**src/rtl/trace_issue_queue.sv**
```systemverilog
// trace_issue_queue: FIFO of parsed trace entries. The head entry is offered
// to the scheduler once the simulated CPU clock reaches its issue time.
// The CPU clock can jump forward to the first entry's time while idle.
module trace_issue_queue #(
    parameter int unsigned DEPTH     = 16,
    parameter int unsigned SKIP_IDLE = 1
) (
    input  logic                   clk,
    input  logic                   rst_n,
    input  logic                   in_valid,
    output logic                   in_ready,
    input  logic [31:0]            in_time,
    input  logic [1:0]             in_op,
    input  logic [31:0]            in_addr,
    output logic                   out_valid,
    input  logic                   out_ready,
    output logic [31:0]            out_time,
    output logic [1:0]             out_op,
    output logic [31:0]            out_addr,
    output logic [31:0]            cpu_clock,
    output logic [$clog2(DEPTH):0] count,
    output logic                   full,
    output logic                   empty,
    output logic                   order_err,
    output logic                   op_err
);
    localparam int unsigned AW         = $clog2(DEPTH);
    localparam logic [AW:0] CNT_FULL   = (AW+1)'(DEPTH);
    localparam logic [AW:0] CNT_ONE    = (AW+1)'(1);
    localparam logic [1:0]  OP_ILLEGAL = 2'd3;

    logic [31:0]   time_mem [DEPTH];
    logic [1:0]    op_mem   [DEPTH];
    logic [31:0]   addr_mem [DEPTH];

    logic [AW-1:0] wptr_q, wptr_d;
    logic [AW-1:0] rptr_q, rptr_d;
    logic [AW:0]   count_q, count_d;
    logic [31:0]   cpu_clock_q, cpu_clock_d;
    logic [31:0]   last_time_q, last_time_d;
    logic          order_err_q, order_err_d;
    logic          op_err_q, op_err_d;

    logic          push;
    logic          store;
    logic          pop;
    logic [32:0]   next_tick;

    assign full      = (count_q == CNT_FULL);
    assign empty     = (count_q == '0);
    assign in_ready  = !full;
    assign count     = count_q;
    assign cpu_clock = cpu_clock_q;
    assign order_err = order_err_q;
    assign op_err    = op_err_q;

    assign out_valid = !empty && (cpu_clock_q >= time_mem[rptr_q]);
    assign out_time  = empty ? '0 : time_mem[rptr_q];
    assign out_op    = empty ? '0 : op_mem[rptr_q];
    assign out_addr  = empty ? '0 : addr_mem[rptr_q];

    // Handshakes: illegal ops complete the input handshake but are dropped.
    assign push  = in_valid && in_ready;
    assign store = push && (in_op != OP_ILLEGAL);
    assign pop   = out_valid && out_ready;

    // Next-state: pointers, occupancy, CPU time and sticky error flags.
    always_comb begin
        wptr_d      = wptr_q;
        rptr_d      = rptr_q;
        count_d     = count_q;
        cpu_clock_d = cpu_clock_q;
        last_time_d = last_time_q;
        order_err_d = order_err_q;
        op_err_d    = op_err_q;
        next_tick   = {1'b0, cpu_clock_q} + 33'd1;

        if (store) begin
            wptr_d      = wptr_q + AW'(1);
            last_time_d = in_time;
            if (in_time < last_time_q) begin
                order_err_d = 1'b1;
            end
        end
        if (push && (in_op == OP_ILLEGAL)) begin
            op_err_d = 1'b1;
        end
        if (pop) begin
            rptr_d = rptr_q + AW'(1);
        end

        case ({store, pop})
            2'b10:   count_d = count_q + CNT_ONE;
            2'b01:   count_d = count_q - CNT_ONE;
            default: count_d = count_q;
        endcase

        // 33-bit compare so cpu_clock+1 cannot wrap at the top of the range.
        if ((SKIP_IDLE != 0) && empty && store && ({1'b0, in_time} > next_tick)) begin
            cpu_clock_d = in_time;
        end else if (cpu_clock_q != '1) begin
            cpu_clock_d = next_tick[31:0];
        end
    end

    // State registers with asynchronous clear.
    always_ff @(posedge clk or negedge rst_n) begin
        if (!rst_n) begin
            wptr_q      <= '0;
            rptr_q      <= '0;
            count_q     <= '0;
            cpu_clock_q <= '0;
            last_time_q <= '0;
            order_err_q <= 1'b0;
            op_err_q    <= 1'b0;
        end else begin
            wptr_q      <= wptr_d;
            rptr_q      <= rptr_d;
            count_q     <= count_d;
            cpu_clock_q <= cpu_clock_d;
            last_time_q <= last_time_d;
            order_err_q <= order_err_d;
            op_err_q    <= op_err_d;
        end
    end

    // Entry storage; contents are don't-care until referenced by a valid pointer.
    always_ff @(posedge clk) begin
        if (store) begin
            time_mem[wptr_q] <= in_time;
            op_mem[wptr_q]   <= in_op;
            addr_mem[wptr_q] <= in_addr;
        end
    end

endmodule

```
**config.mk**
```make
export PLATFORM = sky130hd
export DESIGN_NAME = trace_issue_queue
export DESIGN_NICKNAME = d
export VERILOG_FILES = /design/src/rtl/trace_issue_queue.sv
export SDC_FILE = /design/constraint.sdc
export NUM_CORES = 1
export LEC_CHECK = 0
export CAP_MARGIN = 20
export CORE_MARGIN = 2
export CORE_UTILIZATION = 65
export DETAILED_ROUTE_END_ITERATION = 16
export PLACE_DENSITY = 0.91
export SETUP_SLACK_MARGIN = 0.1
export SYNTH_ARGS = -nofsm -noshare
export SYNTH_HDL_FRONTEND = slang
export SYNTH_SLANG_ARGS = --single-unit
```
**constraint.sdc**
```tcl
create_clock -name clk -period 9.76 [get_ports clk]
set_input_delay 1.952 -clock clk [delete_from_list [all_inputs] [get_ports clk]]
set_output_delay 1.952 -clock clk [all_outputs]
set_load 0.05 [all_outputs]
```
==> flow_summary.json, run 1 <==
{
  "wl_per_cell_um": 38.1,
  "grt_pass1_wl_um": 186000,
  "setup_viol": 0,
  "min_path_type": "reg -> reg",
  "finalCritPeriodShare_pct": 87.1,
  "path_clk_slew_ps": 60,
  "drc": 1,
  "numPortBuffers": 178,
  "area_growth_pct": 14.2,
  "met3_usage_pct": 9.66,
  "final_common_cell": "edfxtp_1",
  "synth.distinct_cells": 58,
  "reg2regPathDepth": 20,
  "cts_setup_buffers": 0,
  "clkSinkCount": 1135,
  "dr.pass1.iters": 12,
  "cpMostUsedCell": "mux4_2",
  "crit_path_top_delay_cell": "dfrtp_4",
  "drive_above_1_share_pct": 22.3,
  "grt_antenna_before_repair": 9,
  "use_met2_pct": 56.8,
  "avgSynthCellArea_um2": 20.5,
  "worstSetupStartpointType": "flop",
  "hold_buffers": 0,
  "slew_headroom_pct": 22.0,
  "gr-total-overflow": 0,
  "slowest_delay_ps": 1060,
  "post-dp-hpwl_um": 63500,
  "yosysTopAreaCell": "edfxtp_1",
  "layout_common_cells": "1056 x edfxtp_1, 330 x mux4_2, 177 x clkdlybuf4s50_1",
  "place_ws_ps": 2510,
  "violations": "DRC",
  "worstSkewPairLatency_ps": 710,
  "num_rows": 97,
  "ant_nets": 0,
  "grt_usage_pct": 35.9,
  "clock.fmax_mhz": 118,
  "num_vias": 26109,
  "grt_max_degree": 96,
  "min_to": "op_err",
  "cts_root_buf": "clkbuf_16",
  "synth_seq_cells": 1135,
  "worstHoldStart": "op_err",
  "syn_inst": 2250,
  "cts_htree_levels": 3,
  "async_flop_share_pct": 6.96,
  "numCtsBuffers": 108,
  "wl_um": 134000,
  "crit_chain": "buf_4 > mux4_2 > mux4_2 > inv_1 > ha_1 > a21oi_1 > o21ai_0 > a221oi_1 > nand2_1 > a31oi_1 > nor2_1 > clkdlybuf4s50_1",
  "fin_hold_ws_ps": 469,
  "critPathMaxFanout": 60,
  "cts_resized": 0,
  "hold_viol_final": 0,
  "rrSetupSlack_ps": 2860,
  "grt_most_used_layer": "met2",
  "worst_slack_ps": 1260,
  "maxCapViolations": 0,
  "cts_buffer_depth": 3,
  "drt_iter0_drc": 4650,
  "core_um2": 70100,
  "finish.utilization_pct": 75.0,
  "cts_tree": "done",
  "place_congestion": 0.848,
  "fin_crit_ps": 8500,
  "peakVddDrop_mv": 0.439,
  "syn_area_um2": 46100,
  "synth_warnings": 0,
  "power_density_nw_per_um2": 339,
  "start_util_pct": 65.7,
  "cp_data_required_time_ps": 7810,
  "synth_edf_count": 1056,
  "leakage_nw": 17.5,
  "fin_setup_tns_ps": 0,
  "clock_skew_ps": 43.5,
  "status": "complete, but fails checks",
  "tightest_slew_ps": 1170,
  "nNetsFinal": 2653,
  "synth_top_area_share_pct": 68.8,
  "r2r_end": "count[4]",
  "critical_path_class": "reg -> out",
  "die_h_um": 270,
  "io_pins": 179,
  "ys.flop_type": "edfxtp_1",
  "first_global_vias": 27104,
  "reg2reg_from": "rptr_q[1]",
  "viasPerCell": 7.44,
  "holdPathStages": 1,
  "critical_path_arrival_ps": 6550,
  "met1_usage_pct": 45.7,
  "ys_seq_area_share_pct": 73.1,
  "finalMaxSlewViolations": 0,
  "rsz0062_at_grt": "no",
  "die_area_um2": 73100,
  "synthTopCellsByArea": "edfxtp_1 69%, mux4_2 16%, dfrtp_1 4.3%",
  "crit_path_end_kind": "output pin",
  "die_w_um": 270,
  "syn-num-nets": 2426
}
[cell usage after synthesis (22+ instances only)]
cell and number:
inv_1 84, xnor2_1 22, clkbuf_1 51, o21ai_0 54
and2_1 39, mux4_2 330, ha_1 105, dfrtp_1 79
nand2_1 75, a31oi_1 30, nor2_1 94, edfxtp_1 1056
a21oi_1 33, buf_4 25
[registers in the layout, summed over array words and instances, names as in the netlist, 4 cells and up]
name / flops
count: 5
op_mem: 32
wptr_q: 4
addr_mem: 512
time_mem: 512
rptr_q: 4
last_time_q: 32
cpu_clock: 32
[how the worst max path moves through the flow]
| stage | to | start |
|---|---|---|
| 6_report | out_valid | rptr_q[1] |
| 5_1_grt | out_valid | rptr_q[0] |
| 3_5_place_dp | out_valid | rptr_q[0] |
| 3_3_place_gp | out_valid | rptr_q[0] |
| 2_1_floorplan | addr_mem[3][0] | in_op[0] |
| 4_1_cts | out_valid | rptr_q[0] |
[critical path, delay by kind of cell (launching register included)]
family | cells | cell delay (ps)
flops | 1 | 1060
buf+inv | 3 | 1500
compound gates | 4 | 1750
fa+ha+maj | 1 | 260
simple gates | 2 | 300
mux | 2 | 910
[power by group]
group	switching (mW)	internal, mW
Combinational	4.25	2.76
Sequential	0.580	5.80
Clock	1.93	2.51
Total	6.76	11.1
[through the flow]
stage               power (mW)  instance area [µm²]  std cells
floorplan                 10.8                46100       2250
global placement          12.7                49000       3306
detailed placement        13.0                49000       3306
CTS                       17.6                52600       3502
global route              18.2                52600       3508
finish                    17.8                52600       3508
[cells by family (layout without fill, tap and decap cells)]
logic type	after synthesis	after routing	synth area share, %
compound gates	154	154	2.03
flops	1135	1135	73.1
simple gates	291	291	3.11
other cells	0	5	0
buf+inv	190	503	1.92
fa+ha+maj	106	106	2.89
mux	333	333	16.2
xor+xnor	41	41	0.779
[metal layers]
| layer | wire (µm) | share of wire [%] | vias to the layer above |
|---|---|---|---|
| met4 | 9020 | 6.7 | 6 |
| met2 | 64900 | 49 | 2799 |
| met3 | 18500 | 14 | 642 |
| met5 | 36 | 0.027 | - |
| met1 | 41200 | 31 | 13027 |
| li1 | - | - | 9635 |
[layout make-up]
class / count / area, µm²
Sequential cell: 1135 / 33700
Timing Repair Buffer: 222 / 2150
Multi-Input combinational cell: 925 / 11600
Clock buffer: 133 / 2850
Antenna cell: 5 / 12.5
Fill cell: 3513 / 17500
Tap cell: 940 / 1180
Clock inverter: 63 / 796
Inverter: 85 / 319
(Power assumes the default switching activity.)
==> run 2, diff against run 1 <==
--- a/config.mk
+++ b/config.mk
@@ -9,6 +9,7 @@
 export CORE_MARGIN = 2
 export CORE_UTILIZATION = 65
 export DETAILED_ROUTE_END_ITERATION = 16
+export MAX_ROUTING_LAYER = met4
 export PLACE_DENSITY = 0.91
 export SETUP_SLACK_MARGIN = 0.1
 export SYNTH_ARGS = -nofsm -noshare
==> run 2 against run 1 <==
  * The flow now finishes without violations
  * Sequential power about the same
  * Via count down 0.33%
  * Worst hold slack better by 3.4 ps
  * Clock-buffer cell count unchanged
  * Flip-flop and latch count unchanged
==> flow_summary.json, run 2 (synthesized netlist as in run 1, its figures left out) <==
{
  "hold_viol_final": 0,
  "area_growth_pct": 14.2,
  "status": "complete, no violations",
  "fin_crit_ps": 8270,
  "worstSkewPairLatency_ps": 700,
  "min_path_type": "reg -> reg",
  "leakage_nw": 17.5,
  "finalCritPeriodShare_pct": 84.7,
  "cts_setup_buffers": 0,
  "largestRegisters": "addr_mem x512, time_mem x512",
  "core_um2": 70100,
  "grt_antenna_before_repair": 8,
  "die_w_um": 270,
  "numPortBuffers": 178,
  "grt_pass1_wl_um": 186000,
  "cts_root_buf": "clkbuf_16",
  "cts_tree": "done",
  "critPathMaxFanout": 41,
  "viasPerCell": 7.41,
  "power_density_nw_per_um2": 336,
  "fin_hold_ws_ps": 472,
  "wl_per_cell_um": 37.0,
  "start_util_pct": 65.7,
  "layout_common_cells": "1056 x edfxtp_1, 330 x mux4_2, 177 x clkdlybuf4s50_1",
  "cts_buffer_depth": 3,
  "dr.pass1.iters": 8,
  "gr-total-overflow": 0,
  "num_vias": 26022,
  "place_congestion": 0.861,
  "drc": 0,
  "cts_resized": 0,
  "first_global_vias": 27085,
  "cts_htree_levels": 3,
  "path_clk_slew_ps": 70,
  "cp_data_required_time_ps": 7810,
  "rsz0062_at_grt": "no",
  "ant_nets": 0,
  "wl_um": 130000,
  "critical_path_arrival_ps": 6320,
  "grt_max_degree": 96,
  "drive_above_1_share_pct": 22.3,
  "tightest_slew_ps": 1140,
  "numCtsBuffers": 108,
  "maxCapViolations": 0,
  "finalMaxSlewViolations": 0,
  "nNetsFinal": 2653,
  "final_common_cell": "edfxtp_1",
  "clkSinkCount": 1135,
  "clock_skew_ps": 35.8,
  "io_pins": 179,
  "worstSetupStartpointType": "flop",
  "critical_path_class": "reg -> out",
  "setup_viol": 0,
  "drt_iter0_drc": 4527,
  "crit_path_end_kind": "output pin",
  "hold_buffers": 0,
  "die_h_um": 270,
  "num_rows": 97,
  "post-dp-hpwl_um": 63500,
  "fin_setup_tns_ps": 0,
  "grt_usage_pct": 37.0,
  "p_total_mw": 17.7,
  "clock.fmax_mhz": 121,
  "slew_headroom_pct": 23.9,
  "peakVddDrop_mv": 0.439,
  "die_area_um2": 73100
}
[run 2: cell types whose count changed in the layout (fill, tap and decap cells not counted), sizes merged]
cell	delta
diode	+5
[run 2: power breakdown]
| group | internal [mW] | leakage [nW] | total, mW | switching [mW] |
|---|---|---|---|---|
| combinational | 2.76 | 5.21 | 6.94 | 4.19 |
| clock | 2.51 | 1.78 | 4.40 | 1.90 |
| sequential | 5.80 | 10.5 | 6.37 | 0.566 |
[run 2: path summary, 6_finish.rpt]
path	to	cells past startpoint	slack, ps	start
max in group asynchronous	rptr_q[3]	2	7290	rst_n
max reg2reg	count[4]	20	3070	rptr_q[1]
max	out_valid	12	1490	rptr_q[0]
min	op_err	1	470	op_err
min reg2reg	op_err	1	470	op_err
min in group asynchronous	order_err	1	1210	rst_n
[run 2: area by class of cell]
type / count / area (µm²)
Fill cell: 3497 / 17500
Inverter: 85 / 319
Sequential cell: 1135 / 33700
Multi-Input combinational cell: 925 / 11600
Timing Repair Buffer: 222 / 2150
Clock inverter: 63 / 796
Antenna cell: 10 / 25.0
Clock buffer: 133 / 2850
Tap cell: 940 / 1180
[run 2: worst max-delay path: stages, from the launching register on]
cell and delay, ps:
dfrtp_4 1000, buf_4 600, mux4_2 600, mux4_2 490, inv_1 130, ha_1 290
a2111oi_0 440, o21ai_0 270, o221ai_1 330, nand2_1 140, a31oi_1 530, nor2_1 80
clkdlybuf4s50_1 730
[run 2: per-layer routing]
| layer | up-vias | part of all wire (%) | GRT usage, % |
|---|---|---|---|
| met3 | 645 | 13 | 9.33 |
| met4 | 0 | 6.5 | 20.0 |
| met5 | - | 0 | - |
| met1 | 13043 | 32 | 45.7 |
| met2 | 2685 | 49 | 57.1 |
| li1 | 9649 | - | - |
[run 2: metrics by stage]
step                      area [µm²]  setup WS [ps]  instances  util (%)
after floorplan                46100           1950       2250         -
after global placement         49000           2620       3306      69.8
after detailed placement       49000           2510       3306      69.8
after CTS                      52600           1580       3502      75.0
after global routing           52600           1280       3511      75.1
final                          52700           1490       3513      75.1
